<file path="config.mk">
export PLATFORM = sky130hd
export DESIGN_NAME = dp_selection_sort
export DESIGN_NICKNAME = d
export VERILOG_FILES = /design/src/rtl/dp_selection_sort.sv
export SDC_FILE = /design/constraint.sdc
export NUM_CORES = 1
export LEC_CHECK = 0
export ABC_CLOCK_PERIOD_IN_PS = 7150
export BUFFER_PORTS_ARGS = -buffer_cell sky130_fd_sc_hd__buf_2
export CORE_MARGIN = 3
export CORE_UTILIZATION = 30
export CTS_BUF_LIST = sky130_fd_sc_hd__clkbuf_2
export CTS_CLUSTER_DIAMETER = 200
export DETAILED_ROUTE_END_ITERATION = 6
export RECOVER_POWER = 25
export REMOVE_ABC_BUFFERS = 1
export SLEW_MARGIN = 15
export SYNTH_ARGS = -nofsm -noshare
export SYNTH_HDL_FRONTEND = slang
export SYNTH_SLANG_ARGS = --single-unit
</file>
<file path="constraint.sdc">
create_clock -name clk -period 7.15 [get_ports clk]
set_input_delay 1.43 -clock clk [delete_from_list [all_inputs] [get_ports clk]]
set_output_delay 1.43 -clock clk [all_outputs]
set_load 0.02 [all_outputs]
</file>
<file path="src/rtl/dp_selection_sort.sv">
// dp_selection_sort: datapath of the selection-sort engine.
// Holds an N-entry register array. The array is loaded serially, sorted in
// place by selection sort under control-unit supervision, and then streamed
// out. The control unit's present state arrives on ps. The status flags
// end_load, hit_i, hit_j and end_show are returned combinationally.
// Build option: define SORT_DESCENDING_EN to sort in non-increasing order
// instead of the default ascending order.
module dp_selection_sort #(
  parameter int unsigned N = 8,
  parameter int unsigned W = 8
) (
  input  logic         clk,
  input  logic         rst,
  input  logic [2:0]   ps,
  input  logic         swap,
  input  logic         in_valid,
  input  logic [W-1:0] in_data,
  output logic         end_load,
  output logic         hit_i,
  output logic         hit_j,
  output logic         end_show,
  output logic         out_valid,
  output logic [W-1:0] out_data
);

  localparam int unsigned   CW   = $clog2(N);
  localparam logic [CW-1:0] LAST = CW'(N - 1);

  typedef enum logic [2:0] {
    S_IDLE    = 3'd0,
    S_LOAD    = 3'd1,
    S_ANCHOR  = 3'd2,
    S_FINDMIN = 3'd3,
    S_SHOW    = 3'd4
  } cu_state_t;

  logic [W-1:0]  mem [N];
  logic [CW-1:0] ld_cnt, i, j, min_idx, sh_cnt;
  logic [CW-1:0] cand;
  logic          is_idle, is_load, is_anchor, is_findmin, is_show;

  // Counters stop at the last index instead of wrapping.
  function automatic logic [CW-1:0] inc_sat(input logic [CW-1:0] x);
    return (x == LAST) ? x : x + CW'(1);
  endfunction

  // Decode the control-unit state code; codes 5-7 match nothing and hold state.
  always_comb begin
    is_idle    = (ps == S_IDLE);
    is_load    = (ps == S_LOAD);
    is_anchor  = (ps == S_ANCHOR);
    is_findmin = (ps == S_FINDMIN);
    is_show    = (ps == S_SHOW);
  end

  // Running-minimum candidate. A strict compare keeps the lower index on ties.
  always_comb begin
    cand = min_idx;
`ifdef SORT_DESCENDING_EN
    if (mem[j] > mem[min_idx]) cand = j;
`else
    if (mem[j] < mem[min_idx]) cand = j;
`endif
  end

  // Status flags consumed by the control unit.
  always_comb begin
    end_load = is_load    && in_valid && (ld_cnt == LAST);
    hit_i    = is_anchor  && (i == LAST);
    hit_j    = is_findmin && (j == LAST);
    end_show = is_show    && (sh_cnt == LAST);
  end

  // Array, index counters and output register, advanced per control-unit state.
  always_ff @(posedge clk or posedge rst) begin
    if (rst) begin
      mem       <= '{default: '0};
      ld_cnt    <= '0;
      i         <= '0;
      j         <= '0;
      min_idx   <= '0;
      sh_cnt    <= '0;
      out_valid <= 1'b0;
      out_data  <= '0;
    end else begin
      out_valid <= 1'b0;
      if (is_idle) begin
        ld_cnt  <= '0;
        i       <= '0;
        j       <= '0;
        min_idx <= '0;
        sh_cnt  <= '0;
      end else if (is_load) begin
        if (in_valid) begin
          mem[ld_cnt] <= in_data;
          ld_cnt      <= inc_sat(ld_cnt);
        end
      end else if (is_anchor) begin
        min_idx <= i;
        j       <= inc_sat(i);
      end else if (is_findmin) begin
        min_idx <= cand;
        j       <= inc_sat(j);
        // Exchange uses this cycle's candidate, so the final compare of the
        // pass and the swap happen on one edge. When cand==i, both writes
        // store the same value.
        if (swap) begin
          mem[i]    <= mem[cand];
          mem[cand] <= mem[i];
          i         <= inc_sat(i);
        end
      end else if (is_show) begin
        out_data  <= mem[sh_cnt];
        out_valid <= 1'b1;
        sh_cnt    <= inc_sat(sh_cnt);
      end
    end
  end

endmodule

</file>
==> impl_metrics.env, run 1 <==
export IMPL_synthesis_area_mm2=0.00903
export IMPL_report_final_hold_viol_count=0
export IMPL_avgSynthCellArea_um2=8.63
export IMPL_numClockSinks=88
export IMPL_dpl_cell_count=1390
export IMPL_post_cts_buffers=0
export IMPL_die_x_um=180
export IMPL_clk_latency_ns=0.63
export IMPL_core_area_mm2=0.0292
export IMPL_cts_max_level=3
export IMPL_synth_enable_flop_cells=0
export IMPL_hpwl_um=25300
export IMPL_final_layout_size_suffix_gt1_share_pct=15.6
export IMPL_die_y_um=180
export IMPL_num_fill_cells=3096
export IMPL_viasPerCell=6.58
export IMPL_crit_path_max_fanout=32
export IMPL_wirelength_um=36100
export IMPL_crit_type="reg -> reg"
export IMPL_ctsHoldBuffers=0
export IMPL_worstSetupStartpointType="register"
export IMPL_postLayoutCellArea_mm2=0.00954
export IMPL_crit_chain="mux4_2, nand2_1, o21ai_0, ha_1, nand2_1, o21ai_0, a21oi_2, buf_4, o21ai_1, o22ai_1, a21oi_1, o21ai_0, a31oi_1"
export IMPL_rsz0062_at_grt="no"
export IMPL_ys_warn_count=0
export IMPL_min_period_over_period_pct=74.9
export IMPL_netlist_top_cells_area="dfrtp_1 24%, mux4_2 13%, mux2i_1 6.2%"
export IMPL_grt_pass1_vias=8612
export IMPL_fin_worst_skew_ns=0.0220
export IMPL_slowest_delay_ns=1.04
export IMPL_gr_total_overflow=0
export IMPL_cts_inserted_buffers=9
export IMPL_holdCritPathClass="reg -> reg"
export IMPL_yosysSeqAreaShare_pct=24.4
export IMPL_cts_clk_slew_worst_paths_ns=0.29
export IMPL_antenna_found_initial=1
export IMPL_crit_slowest_cell="dfrtp_1"
export IMPL_area_growth_syn_to_layout_pct=5.59
export IMPL_wl_per_cell_um=25.7
export IMPL_start_util_pct=31.0
export IMPL_max_freq_ghz=0.187
export IMPL_place_area_mm2=0.00944
export IMPL_required_ns=7.71
export IMPL_fin_cells=1405
export IMPL_async_reset_ff_share_pct=100
export IMPL_arrival_ns=5.92
export IMPL_layout_min_cycle_time_ns=5.36
export IMPL_drt_iter0_markers=1511
export IMPL_vias=9244
export IMPL_cts_tree="built"
export IMPL_ys_types=76
export IMPL_cts_buffer_depth=2
export IMPL_synthCells=1047
export IMPL_grt_pass1_wl_um=54900
export IMPL_drc=0
export IMPL_grtUsageTotal_pct=21.5
export IMPL_synth_top_flop_cell="dfrtp_1"
export IMPL_outcome="complete, but fails checks"
export IMPL_yosys_register_bits=88
export IMPL_final_setup_tns_ns=0
export IMPL_num_rows=62
export IMPL_postCtsResizedCells=0
export IMPL_io_pins=28
export IMPL_die_area_mm2=0.0322
export IMPL_drv_slew=91
export IMPL_end_kind="register"
export IMPL_grt_max_degree=59
export IMPL_yosysTopAreaCell="dfrtp_1"
export IMPL_nets=1046
export IMPL_route_antenna_remaining_nets=0
export IMPL_drt_pass1_iterations=6
export IMPL_max_slew_margin_pct=-143
export IMPL_gp_congestion=0.950
export IMPL_port_buffers=27
export IMPL_drv_cap=2
export IMPL_cpMostUsedCell="o21ai_0"
export IMPL_cts_root_buf="clkbuf_2"
export IMPL_violations="max-capacitance violations, max-slew violations"
export IMPL_synth_top_area_share_pct=24.4
export IMPL_setup_viol=0
export IMPL_worst_pin_slew_ns=3.65
export IMPL_final_util_pct=32.7
==> cells in the mapped netlist, drive strengths merged (3+ instances only) <==
| master | instances |
|---|---|
| nor4 | 3 |
| a22o | 12 |
| a211oi | 6 |
| and3 | 7 |
| nor2 | 52 |
| ha | 14 |
| nor3 | 9 |
| mux2i | 58 |
| nand3 | 61 |
| a31oi | 52 |
| mux2 | 8 |
| o211ai | 42 |
| a32oi | 3 |
| o311a | 5 |
| a22oi | 14 |
| nand2b | 7 |
| or2 | 4 |
| clkbuf | 55 |
| o22a | 15 |
| nand2 | 143 |
| inv | 36 |
| a21boi | 21 |
| and2 | 11 |
| o22ai | 14 |
| o21ai | 60 |
| a211o | 14 |
| a21oi | 48 |
| buf | 31 |
| nand4 | 12 |
| o221a | 4 |
| o32ai | 26 |
| nor2b | 6 |
| mux4 | 54 |
| a21o | 6 |
| o21a | 18 |
| dfrtp | 88 |
| o31ai | 4 |
==> per-layer routing <==
| metal | vias to the layer above | wire length [um] | global-route usage, % |
|---|---|---|---|
| li1 | 4025 | - | - |
| met1 | 4512 | 15500 | 31.9 |
| met2 | 635 | 15500 | 31.3 |
| met3 | 72 | 4150 | 4.32 |
| met4 | 0 | 954 | 6.93 |
| met5 | - | 0 | 0 |
==> layout make-up <==
type	count	area (um2)	area share [%]
multi-input combinational	837	6350	66.6
sequential	88	2200	23.1
tap	384	480	5.04
timing repair buffer	45	265	2.78
inverter	36	136	1.43
clock inverter	5	57.6	0.603
clock buffer	9	45.0	0.472
antenna	1	2.50	0.0262
==> path summary, 6_finish.rpt <==
| path | start | end | slack (ns) | depth (start not counted) |
|---|---|---|---|---|
| min in group asynchronous | rst | out_data[7]$_DFFE_PP0P_ | 1.09 | 2 |
| setup reg to reg | j[0]$_DFFE_PP0P_ | mem[23]$_DFFE_PP0P_ | 1.79 | 13 |
| hold / removal | out_data[3]$_DFFE_PP0P_ | out_data[3]$_DFFE_PP0P_ | 0.56 | 2 |
| setup / recovery | j[0]$_DFFE_PP0P_ | mem[23]$_DFFE_PP0P_ | 1.79 | 13 |
| max in group asynchronous | rst | mem[13]$_DFFE_PP0P_ | 2.04 | 3 |
| hold reg to reg | out_data[3]$_DFFE_PP0P_ | out_data[3]$_DFFE_PP0P_ | 0.56 | 2 |
==> flip-flops by register name (all words and copies together) (netlist names) <==
register and count:
mem 64, ld_cnt 3, j 3, out_data 8
sh_cnt 3, i 3, out_valid 1, min_idx 3
==> per-stage QoR <==
step,setup slack (ns),hold WS [ns]
floorplan,1.25,0.515
global placement,2.07,0.504
detailed placement,1.96,0.518
CTS,1.90,0.569
global route,1.36,0.577
finish,1.79,0.563
==> critical path: cells and delay by family (launching register included) <==
kind                       cells  cell delay [ns]
AOI/OAI and AO/OA              8             2.85
DFF                            1             1.04
muxes                          1             0.59
adders and majority gates      1             0.35
buffers and inverters          1             0.27
and+or+nand+nor                2             0.15
==> cells in the final DEF, fill, tap and decap left out, types with 6 or more instances in the layout <==
master,count
a211o_1,14
a21boi_0,20
a21o_1,6
a21oi_1,41
a21oi_2,6
a22o_1,12
a22oi_1,12
a31oi_1,50
and2_1,10
and3_1,7
buf_2,26
buf_4,17
clkbuf_2,9
dfrtp_1,88
ha_1,14
inv_1,34
mux2_2,7
mux2i_1,55
mux4_2,54
nand2_1,143
nand2b_1,7
nand3_1,61
nand4_1,12
nor2_1,50
nor2b_1,6
nor3_1,8
o211ai_1,41
o21a_1,17
o21ai_0,50
o21ai_1,10
o22a_1,9
o22a_2,6
o22ai_1,10
o32ai_1,26
==> logic make-up after synthesis <==
| group | synth area share, % |
|---|---|
| xor+xnor | 0.0970 |
| fa+ha+maj | 1.94 |
| buf+inv | 5.73 |
| compound gates | 30.4 |
| simple gates | 16.2 |
| flops | 24.4 |
| mux | 21.2 |
Power of run 1 is not shown: default switching activity piles up to over one toggle a cycle in this logic, so the estimate is an artifact.
==> run 2: changes to the inputs <==
- ABC_AREA: default -> 1
- ABC_CLOCK_PERIOD_IN_PS: 7150 -> 4300
- clock period: 7.15 -> 4.3 ns (I/O delays scaled with it)
==> impl_metrics.env, run 2 <==
export IMPL_end_kind="register"
export IMPL_outcome="complete, but fails checks"
export IMPL_cts_buffer_depth=2
export IMPL_synth_enable_flop_cells=0
export IMPL_report_final_hold_viol_count=0
export IMPL_rrSetupSlack_ns=0.34
export IMPL_setup_viol=0
export IMPL_netlist_top_cells_area="dfrtp_1 27%, nand2_1 16%, a21oi_1 13%"
export IMPL_drc=7
export IMPL_die_area_mm2=0.0292
export IMPL_synth_most_common_cell="nand2_1"
export IMPL_avgSynthCellArea_um2=6.03
export IMPL_ctsHoldBuffers=0
export IMPL_worst_pin_slew_ns=2.42
export IMPL_mostFrequentLayoutCells="356 x nand2_1, 216 x a21oi_1, 144 x nand3_1"
export IMPL_crit_path_max_fanout=20
export IMPL_grt_pass1_vias=8923
export IMPL_rsz0062_at_grt="no"
export IMPL_yosysTopAreaCell="dfrtp_1"
export IMPL_post_cts_buffers=0
export IMPL_worstSetupStartpointType="register"
export IMPL_die_y_um=171
export IMPL_yosysSeqAreaShare_pct=27.0
export IMPL_area_growth_syn_to_layout_pct=7.87
export IMPL_wl_per_cell_um=20.7
export IMPL_regToRegEndpoint="mem[26]$_DFFE_PP0P_"
export IMPL_nets=1391
export IMPL_min_path_cells=2
export IMPL_largestRegisters="mem (64), out_data (8)"
export IMPL_drt_iter0_markers=1571
export IMPL_ys_top_cells_by_count="356 x nand2_1, 216 x a21oi_1, 144 x nand3_1"
export IMPL_antenna_found_initial=1
export IMPL_clk_latency_ns=0.69
export IMPL_final_layout_size_suffix_gt1_share_pct=10.2
export IMPL_hold_start="out_data[7]$_DFFE_PP0P_"
export IMPL_cts_max_level=3
export IMPL_crit_type="reg -> reg"
export IMPL_drv_cap=1
export IMPL_route_antenna_remaining_nets=0
export IMPL_max_slew_margin_pct=-61.2
export IMPL_layout_min_cycle_time_ns=3.96
export IMPL_core_area_mm2=0.0264
export IMPL_ys_warn_count=0
export IMPL_fin_worst_skew_ns=0.0552
export IMPL_synthesis_area_mm2=0.00815
export IMPL_drt_pass1_iterations=7
export IMPL_holdPathEnd="out_data[7]$_DFFE_PP0P_"
export IMPL_port_buffers=27
export IMPL_required_ns=4.91
export IMPL_async_reset_ff_share_pct=100
export IMPL_violations="design-rule violations, max-capacitance violations, max-slew violations"
export IMPL_gr_total_overflow=0
export IMPL_die_x_um=171
export IMPL_holdCritPathClass="reg -> reg"
export IMPL_r2r_start="j[0]$_DFFE_PP0P_"
export IMPL_cts_root_buf="clkbuf_2"
export IMPL_io_pins=28
export IMPL_cts_tree="built"
export IMPL_postCtsResizedCells=0
export IMPL_num_rows=59
export IMPL_whs_ns=0.506
export IMPL_numClockSinks=88
export IMPL_final_common_cell="nand2_1"
export IMPL_final_setup_tns_ns=0
export IMPL_grt_max_degree=89
export IMPL_gp_congestion=1.03
export IMPL_arrival_ns=4.56
export IMPL_cts_inserted_buffers=9
export IMPL_cpMostUsedCell="a21oi_1"
export IMPL_ys_types=31
export IMPL_cts_clk_slew_worst_paths_ns=0.28
export IMPL_yosys_register_bits=88
export IMPL_viasPerCell=5.79
export IMPL_crit_slowest_cell="dfrtp_1"
export IMPL_top_register="mem"
export IMPL_reg2reg_depth=18
export IMPL_crit_chain="inv_2, a21oi_1, a221oi_1, a31oi_1, ha_1, a21oi_1, nor2_1, a211oi_2, nand2_4, nand2_1, nand2_2, nor2_4, nand2_1, nand3_1, nand2_2, inv_2, nor2_1, a21oi_1"
export IMPL_grtUsageTotal_pct=24.2
export IMPL_start_util_pct=30.9
export IMPL_min_period_over_period_pct=92.0
export IMPL_grt_pass1_wl_um=54600
export IMPL_synth_top_area_share_pct=27.0
export IMPL_synthCells=1352
export IMPL_hpwl_um=25800
export IMPL_vias=9861
export IMPL_synth_top_flop_cell="dfrtp_1"
export IMPL_max_freq_ghz=0.253
export IMPL_wirelength_um=35200
export IMPL_drv_slew=89
export IMPL_slowest_delay_ns=0.53
export IMPL_largest_reg_flops=64
==> run 2: per-layer routing <==
layer | track usage [%] | routed length (um) | up-vias
met4 | 7.84 | 1200 | 0
met3 | 5.20 | 4130 | 89
li1 | - | - | 4570
met5 | 0 | 0 | -
met1 | 35.2 | 15000 | 4553
met2 | 35.5 | 14800 | 649
==> run 2: layout make-up <==
| cell class | count | area (um2) |
|---|---|---|
| sequential | 88 | 2200 |
| inverter | 140 | 527 |
| multi-input combinational | 1069 | 5170 |
| clock inverter | 7 | 83.8 |
| timing repair buffer | 54 | 348 |
| clock buffer | 9 | 45.0 |
| fill | 2918 | 17600 |
| tap | 335 | 419 |
| antenna | 1 | 2.50 |
==> run 2: worst max-delay path by stage <==
stage / startpoint / end / slack [ns]
after detailed placement: j[0]$_DFFE_PP0P_ / mem[26]$_DFFE_PP0P_ / 0.52
after CTS: j[0]$_DFFE_PP0P_ / mem[26]$_DFFE_PP0P_ / 0.44
after floorplan: j[0]$_DFFE_PP0P_ / mem[49]$_DFFE_PP0P_ / 0.65
after global routing: j[1]$_DFFE_PP0P_ / mem[32]$_DFFE_PP0P_ / 0.03
after global placement: j[0]$_DFFE_PP0P_ / mem[49]$_DFFE_PP0P_ / 0.57
final: j[0]$_DFFE_PP0P_ / mem[26]$_DFFE_PP0P_ / 0.34
==> run 2: kinds of logic after synthesis <==
| group | Yosys count | synth area share [%] |
|---|---|---|
| DFF | 88 | 27.0 |
| AOI/OAI and AO/OA | 394 | 25.7 |
| and+or+nand+nor | 660 | 35.4 |
| muxes | 1 | 0.123 |
| buffers and inverters | 195 | 9.67 |
| adders and majority gates | 14 | 2.15 |
==> run 2: worst max-delay path: cells and delay by family, from the launching register on <==
family / cells / cell delay (ns)
DFF: 1 / 0.53
buffers and inverters: 2 / 0.57
and+or+nand+nor: 9 / 1.26
AOI/OAI and AO/OA: 6 / 1.21
adders and majority gates: 1 / 0.31
==> run 2: through the flow <==
stage / utilization [%] / setup WS, ns / instance area (um2) / cells
floorplan: - / 0.646 / 7890 / 1297
global placement: 32.9 / 0.570 / 8680 / 1686
detailed placement: 32.9 / 0.521 / 8680 / 1686
CTS: 33.4 / 0.441 / 8810 / 1702
global route: 33.4 / 0.0344 / 8790 / 1703
finish: 33.4 / 0.343 / 8790 / 1703
Power of run 2 is left out for the same reason.
